File: src/rtl/hawk_tbl_updt_mngr.sv
// hawk_tbl_updt_mngr
// Commits one page allocation at a time: writes the 64-bit ATT entry for the
// allocated hppa with a single strobed AXI beat, optionally zeroes the popped
// free-list entry, then advances the free-list head and pulses done.
// Optional feature macro: HAWK_TBL_UPDT_LST_CLR_EN (clears the popped list
// entry with a second AXI write before completing).
module hawk_tbl_updt_mngr #(
`ifdef HAWK_TBL_UPDT_LST_CLR_EN
    parameter logic [47:0] HAWK_LIST_START = 48'h0000_2000_0000,
`endif
    parameter logic [47:0] HAWK_ATT_START  = 48'h0000_1000_0000,
    parameter logic [47:0] HPPA_BASE_ADDR  = 48'h0000_0010_0000,
    parameter int unsigned LST_ENTRY_MAX   = 64,
    parameter int unsigned LST_HEAD_RST    = 1,
    localparam int unsigned LW             = $clog2(LST_ENTRY_MAX)
) (
    input  logic          clk_i,
    input  logic          rst_ni,
    input  logic          updt_req_i,
    output logic          updt_rdy_o,
    input  logic [47:0]   hppa_i,
    input  logic [47:0]   ppa_i,
    input  logic [LW-1:0] nxt_head_i,
    output logic [47:0]   awaddr_o,
    output logic          awvalid_o,
    input  logic          awready_i,
    output logic [511:0]  wdata_o,
    output logic [63:0]   wstrb_o,
    output logic          wlast_o,
    output logic          wvalid_o,
    input  logic          wready_i,
    input  logic [1:0]    bresp_i,
    input  logic          bvalid_i,
    output logic          bready_o,
    output logic [LW-1:0] free_lst_head_o,
    output logic          updt_done_o,
    output logic          updt_err_o
);

    typedef enum logic [2:0] {
        ST_IDLE    = 3'd0,
        ST_ATT_WR  = 3'd1,
        ST_ATT_RSP = 3'd2,
`ifdef HAWK_TBL_UPDT_LST_CLR_EN
        ST_LST_WR  = 3'd3,
        ST_LST_RSP = 3'd4,
`endif
        ST_DONE    = 3'd5
    } state_t;

    // ATT entry: valid + uncompressed marker on top, ppa in the low 48 bits.
    function automatic logic [63:0] att_entry(input logic [47:0] ppa);
        att_entry = {2'b01, 14'd0, ppa};
    endfunction

    // 64B line holding the entry: eight 8-byte entries per line.
    function automatic logic [47:0] att_line_addr(input logic [44:0] idx);
        att_line_addr = HAWK_ATT_START + {idx[44:3], 6'd0};
    endfunction

    // Place the entry in its 64-bit lane; all other lanes are zero.
    function automatic logic [511:0] att_wdata(input logic [63:0] entry, input logic [2:0] lane);
        att_wdata = {448'd0, entry} << {lane, 6'd0};
    endfunction

    function automatic logic [63:0] att_strb(input logic [2:0] lane);
        att_strb = 64'h0000_0000_0000_00FF << {lane, 3'd0};
    endfunction

`ifdef HAWK_TBL_UPDT_LST_CLR_EN
    // List entries are 16B, four per 64B line; list index 1 is the first slot.
    function automatic logic [47:0] lst_line_addr(input logic [LW-1:0] pop_idx);
        logic [LW-1:0] slot;
        slot          = pop_idx - LW'(1);
        lst_line_addr = HAWK_LIST_START + 48'({slot[LW-1:2], 6'd0});
    endfunction

    function automatic logic [63:0] lst_strb(input logic [LW-1:0] pop_idx);
        logic [LW-1:0] slot;
        slot     = pop_idx - LW'(1);
        lst_strb = 64'h0000_0000_0000_FFFF << {slot[1:0], 4'd0};
    endfunction
`endif

    state_t         state_r;
    state_t         state_nxt_s;
    logic [44:0]    idx_s;
    logic           aw_ok_s;
    logic           w_ok_s;
    logic           b_hs_s;

    logic           rdy_r;
    logic [47:0]    awaddr_r,   awaddr_nxt_s;
    logic           awvalid_r,  awvalid_nxt_s;
    logic [511:0]   wdata_r,    wdata_nxt_s;
    logic [63:0]    wstrb_r,    wstrb_nxt_s;
    logic           wvalid_r,   wvalid_nxt_s;
    logic           bready_r,   bready_nxt_s;
    logic [LW-1:0]  head_r,     head_nxt_s;
    logic [LW-1:0]  nxt_head_r, nxt_head_nxt_s;
    logic           done_r,     done_nxt_s;
    logic           err_r,      err_nxt_s;
`ifdef HAWK_TBL_UPDT_LST_CLR_EN
    logic [LW-1:0]  pop_idx_r,  pop_idx_nxt_s;
`endif

    // Only idx bits [44:3] reach the line address after the <<6, so 45 bits suffice.
    assign idx_s   = 45'(hppa_i - HPPA_BASE_ADDR);
    // A channel is finished once its beat has been taken (now or earlier).
    assign aw_ok_s = ~awvalid_r | awready_i;
    assign w_ok_s  = ~wvalid_r  | wready_i;
    assign b_hs_s  = bvalid_i & bready_r;

    // State register.
    always_ff @(posedge clk_i or negedge rst_ni) begin
        if (!rst_ni) begin
            state_r <= ST_IDLE;
        end else begin
            state_r <= state_nxt_s;
        end
    end

    // Next-state decode.
    always_comb begin
        state_nxt_s = state_r;
        case (state_r)
            ST_IDLE: begin
                if (updt_req_i) state_nxt_s = ST_ATT_WR;
                else            state_nxt_s = ST_IDLE;
            end
            ST_ATT_WR: begin
                if (aw_ok_s && w_ok_s) state_nxt_s = ST_ATT_RSP;
                else                   state_nxt_s = ST_ATT_WR;
            end
            ST_ATT_RSP: begin
`ifdef HAWK_TBL_UPDT_LST_CLR_EN
                if (b_hs_s) state_nxt_s = ST_LST_WR;
                else        state_nxt_s = ST_ATT_RSP;
`else
                if (b_hs_s) state_nxt_s = ST_DONE;
                else        state_nxt_s = ST_ATT_RSP;
`endif
            end
`ifdef HAWK_TBL_UPDT_LST_CLR_EN
            ST_LST_WR: begin
                if (aw_ok_s && w_ok_s) state_nxt_s = ST_LST_RSP;
                else                   state_nxt_s = ST_LST_WR;
            end
            ST_LST_RSP: begin
                if (b_hs_s) state_nxt_s = ST_DONE;
                else        state_nxt_s = ST_LST_RSP;
            end
`endif
            ST_DONE: state_nxt_s = ST_IDLE;
            default: state_nxt_s = ST_IDLE;
        endcase
    end

    // Next values of the registered outputs and request context.
    always_comb begin
        awaddr_nxt_s   = awaddr_r;
        awvalid_nxt_s  = awvalid_r;
        wdata_nxt_s    = wdata_r;
        wstrb_nxt_s    = wstrb_r;
        wvalid_nxt_s   = wvalid_r;
        head_nxt_s     = head_r;
        nxt_head_nxt_s = nxt_head_r;
        done_nxt_s     = 1'b0;
`ifdef HAWK_TBL_UPDT_LST_CLR_EN
        pop_idx_nxt_s  = pop_idx_r;
`endif
        case (state_r)
            ST_IDLE: begin
                if (updt_req_i) begin
                    awvalid_nxt_s  = 1'b1;
                    wvalid_nxt_s   = 1'b1;
                    awaddr_nxt_s   = att_line_addr(idx_s);
                    wdata_nxt_s    = att_wdata(att_entry(ppa_i), idx_s[2:0]);
                    wstrb_nxt_s    = att_strb(idx_s[2:0]);
                    nxt_head_nxt_s = nxt_head_i;
`ifdef HAWK_TBL_UPDT_LST_CLR_EN
                    pop_idx_nxt_s  = head_r;
`endif
                end else begin
                    awvalid_nxt_s  = 1'b0;
                    wvalid_nxt_s   = 1'b0;
                end
            end
`ifdef HAWK_TBL_UPDT_LST_CLR_EN
            ST_ATT_WR, ST_LST_WR: begin
`else
            ST_ATT_WR: begin
`endif
                awvalid_nxt_s = awvalid_r & ~awready_i;
                wvalid_nxt_s  = wvalid_r  & ~wready_i;
            end
            ST_ATT_RSP: begin
`ifdef HAWK_TBL_UPDT_LST_CLR_EN
                if (b_hs_s) begin
                    awvalid_nxt_s = 1'b1;
                    wvalid_nxt_s  = 1'b1;
                    awaddr_nxt_s  = lst_line_addr(pop_idx_r);
                    wdata_nxt_s   = 512'd0;
                    wstrb_nxt_s   = lst_strb(pop_idx_r);
                end else begin
                    awvalid_nxt_s = 1'b0;
                    wvalid_nxt_s  = 1'b0;
                end
`else
                awvalid_nxt_s = 1'b0;
                wvalid_nxt_s  = 1'b0;
`endif
            end
            ST_DONE: begin
                head_nxt_s = nxt_head_r;
                done_nxt_s = 1'b1;
            end
            default: begin
                awvalid_nxt_s = 1'b0;
                wvalid_nxt_s  = 1'b0;
            end
        endcase
`ifdef HAWK_TBL_UPDT_LST_CLR_EN
        bready_nxt_s = (state_nxt_s == ST_ATT_RSP) || (state_nxt_s == ST_LST_RSP);
`else
        bready_nxt_s = (state_nxt_s == ST_ATT_RSP);
`endif
        // A bad response is remembered but never aborts the request.
        err_nxt_s = err_r | (b_hs_s & (bresp_i != 2'b00));
    end

    // Output and context registers; reset drops every valid immediately.
    always_ff @(posedge clk_i or negedge rst_ni) begin
        if (!rst_ni) begin
            rdy_r      <= 1'b1;
            awaddr_r   <= 48'd0;
            awvalid_r  <= 1'b0;
            wdata_r    <= 512'd0;
            wstrb_r    <= 64'd0;
            wvalid_r   <= 1'b0;
            bready_r   <= 1'b0;
            head_r     <= LW'(LST_HEAD_RST);
            nxt_head_r <= {LW{1'b0}};
            done_r     <= 1'b0;
            err_r      <= 1'b0;
`ifdef HAWK_TBL_UPDT_LST_CLR_EN
            pop_idx_r  <= {LW{1'b0}};
`endif
        end else begin
            rdy_r      <= (state_nxt_s == ST_IDLE);
            awaddr_r   <= awaddr_nxt_s;
            awvalid_r  <= awvalid_nxt_s;
            wdata_r    <= wdata_nxt_s;
            wstrb_r    <= wstrb_nxt_s;
            wvalid_r   <= wvalid_nxt_s;
            bready_r   <= bready_nxt_s;
            head_r     <= head_nxt_s;
            nxt_head_r <= nxt_head_nxt_s;
            done_r     <= done_nxt_s;
            err_r      <= err_nxt_s;
`ifdef HAWK_TBL_UPDT_LST_CLR_EN
            pop_idx_r  <= pop_idx_nxt_s;
`endif
        end
    end

    assign updt_rdy_o      = rdy_r;
    assign awaddr_o        = awaddr_r;
    assign awvalid_o       = awvalid_r;
    assign wdata_o         = wdata_r;
    assign wstrb_o         = wstrb_r;
    assign wvalid_o        = wvalid_r;
    assign wlast_o         = wvalid_r;
    assign bready_o        = bready_r;
    assign free_lst_head_o = head_r;
    assign updt_done_o     = done_r;
    assign updt_err_o      = err_r;

endmodule

File: config.mk
export PLATFORM = sky130hd
export DESIGN_NAME = hawk_tbl_updt_mngr
export DESIGN_NICKNAME = d
export VERILOG_FILES = /design/src/rtl/hawk_tbl_updt_mngr.sv
export SDC_FILE = /design/constraint.sdc
export NUM_CORES = 1
export LEC_CHECK = 0
export CAP_MARGIN = 20
export CORE_AREA = 2 2 287 289
export DETAILED_ROUTE_END_ITERATION = 16
export DIE_AREA = 0 0 289 291
export HOLD_SLACK_MARGIN = 0.1
export SYNTH_ARGS = -nofsm -noshare
export SYNTH_HDL_FRONTEND = slang
export SYNTH_SLANG_ARGS = --single-unit
File: constraint.sdc
create_clock -name clk_i -period 2.76 [get_ports clk_i]
set_input_delay 0.276 -clock clk_i [delete_from_list [all_inputs] [get_ports clk_i]]
set_output_delay 0.276 -clock clk_i [all_outputs]
set_load 0.01 [all_outputs]
==> metrics.yaml <==
power_and_ir_drop:
  pwr_density_cell_nw_per_um2: 873
  cellLeakagePower_nw: 12.4
  irDropWorstVdd_uv: 364
  finalPower_mw: 24.1
global_route:
  grt_max_degree: 124
  gr-total-overflow: 0
  grt_pass1_vias: 14600
  grt_use_total_pct: 15.1
  grt_first_pass_wirelength_um: 97200
  antenna_found_initial: 3
logic_synthesis:
  synth_common_cells: "453 x dfrtp_1, 384 x a22o_1, 191 x buf_4"
  synth_most_common_cell: "dfrtp_1"
  synthCells: 1519
  synth_edf_count: 0
  yosysUniqueCellTypes: 67
  ys_ff_latch: 455
  netlist_area_um2: 18900
  synth_seq_area_share_pct: 60.4
  synthArstFlopShare_pct: 100
  synth_area_leaders: "dfrtp_1 60%, a22o_1 18%, buf_4 7.6%"
  yosys_warnings: 0
  synth_ff_type: "dfrtp_1"
  syn_avg_cell_area_um2: 12.4
  synth_top_area_share_pct: 60.1
  yosysTopAreaCell: "dfrtp_1"
clock_network:
  cts.clk_slew.worst_paths_ns: 0.06
  insertion_delay_ns: 0.60
  cts_buffers: 51
  cts_setup_buffers: 0
  cts_hold_buf: 1
  cts_resized: 0
  htreeDepth: 2
  clk_path_buf_depth: 3
  root_buffer: "clkbuf_16"
  cts_tree: "yes"
  cts_sinks: 455
setup_path:
  rr_worst_depth: 5
  startpoint_type: "input pin"
  worstPathRequired_ns: 3.25
  cp-end-kind: "flop"
  worstSetupPathType: "input pin to flop"
  critPathMaxFanout: 2
  critical_path_arrival_ns: 3.06
floorplan:
  io_pins: 747
  die_height_um: 291
  die_x_um: 289
  start_util_pct: 23.2
  row_count: 105
  core_um2: 81200
  die_area_um2: 84100
timing:
  fmax_mhz: 390
  worstMarginPinSlew_ns: 0.872
  drv_slew: 0
  finalSetupViolCount: 0
  post-route-period-util_pct: 93.0
  hold_violations: 0
  hold_slack_ns: 0.225
  period_minus_slack_ns: 2.57
  fin_skew_ns: 0.0239
  rsz0062_at_grt: "no"
  slew_headroom_pct: 41.7
detailed_routing:
  vias: 14400
  drc: 0
  via_per_inst: 4.52
  drtIter0Drc: 868
  totalWireLength_um: 66000
  drt-pass1-iter-count: 5
  wl_per_cell_um: 20.8
  ant_nets: 0
hold_path:
  min_path_type: "input pin to flop"
  worstHoldPathCells: 3
finish:
  fin_nets: 2181
  fillers: 7930
  design_area_um2: 27600
  multi_input_area_um2: 5930
  regArea_um2: 11400
  drive_gt1_share_pct: 11.2
  syn_to_final_growth_pct: 46.5
run_status:
  status: "completed"
run:
  max_cap_violations: 0
placement:
  io_buffers: 617
  hpwl_um: 46300
  place_congestion: 0.849
  place_area_um2: 25800
[critical path, stage by stage]
cell	delay, ns
clkdlybuf4s50_1	0.41
or4_1	0.58
or3_4	0.37
nand2_2	0.10
ha_4	0.14
inv_1	0.06
a31oi_4	0.19
nand4_4	0.10
or4_4	0.43
and3_4	0.19
o31ai_2	0.19
[worst paths after layout]
kind	start	end	slack, ns
worst min register to register	awaddr_o[27]$_DFFE_PN0P_	awaddr_o[27]$_DFFE_PN0P_	0.47
max in group asynchronous	rst_ni	wdata_o[348]$_DFFE_PN0P_	1.51
worst max register to register	state_r[1]$_DFF_PN0_	wdata_o[219]$_DFFE_PN0P_	0.57
worst max-delay path	hppa_i[21]	awaddr_o[42]$_DFFE_PN0P_	0.19
min in group asynchronous	rst_ni	awaddr_o[8]$_DFFE_PN0P_	0.32
worst min-delay path	hppa_i[8]	awaddr_o[11]$_DFFE_PN0P_	0.22
[cell families (layout without fill, tap and decap cells)]
family	after synthesis	in the layout	synth area share (%)
AOI/OAI and AO/OA	455	455	20.4
DFF	455	455	60.4
buffers and inverters	356	823	11.0
and+or+nand+nor	212	212	5.96
xor gates and xnor gates	26	26	1.31
muxes	12	12	0.756
adders and majority gates	2	2	0.133
other	1	127	0.0199
[cell usage in the layout, fill, tap and decap left out, types with 4 or more instances in the layout]
cell type,instances
nand3_1,6
clkbuf_16,51
buf_12,16
a21o_1,9
nand4_1,6
mux2_2,7
inv_1,9
or4_1,4
bufinv_16,5
clkbuf_8,12
a21oi_1,8
a31oi_1,5
nand2_1,109
or3_4,4
nor2_1,20
nand2b_1,5
clkbuf_1,4
nor3_1,9
nor3_2,6
xor2_1,10
conb_1,126
o21ai_1,16
o21ai_0,10
dfrtp_1,453
clkinv_2,13
buf_4,85
a22o_1,384
nor4_1,7
xnor2_1,15
clkdlybuf4s50_1,616
[final cells by class]
type | count | area share [%]
antenna | 1 | 0.00906
clock buffer | 67 | 5.27
clock inverter | 28 | 1.20
inverter | 9 | 0.122
multi-input combinational | 833 | 21.5
sequential | 455 | 41.2
tap | 1070 | 4.84
timing repair buffer | 719 | 25.9
[report_power, final]
part / switching, mW / internal (mW) / total (mW) / leakage (nW)
clock: 2.91 / 4.22 / 7.13 / 0.883
combinational: 3.70 / 4.17 / 7.87 / 5.34
sequential: 0.999 / 8.13 / 9.13 / 6.16
total: 7.61 / 16.5 / 24.1 / 12.4
[flip-flops by register name, indices dropped and copies added (netlist names)]
signal,count
bready_o,1
wlast_o,1
wdata_o,392
free_lst_head_o,6
nxt_head_r,6
updt_rdy_o,1
awvalid_o,1
updt_err_o,1
state_r,3
awaddr_o,42
updt_done_o,1
[metal layers]
metal	GRT usage (%)	wire (um)	part of all wire (%)	up-vias
met5	0	13	0.020	-
met1	19.1	26900	41	7378
met4	5.63	2320	3.5	2
met3	2.92	4500	6.8	116
li1	-	-	-	6270
met2	25.3	32300	49	603
[stage by stage]
stage,setup TNS (ns),util [%],setup WS [ns],std cells
floorplan,0,-,0.00331,1644
global placement,-2.69,31.8,-0.384,3085
detailed placement,-3.08,31.8,-0.387,3085
CTS,0,34.0,0.242,3181
global route,0,34.0,0.129,3181
finish,0,34.0,0.193,3182
Power figures use the tool's default switching activity.
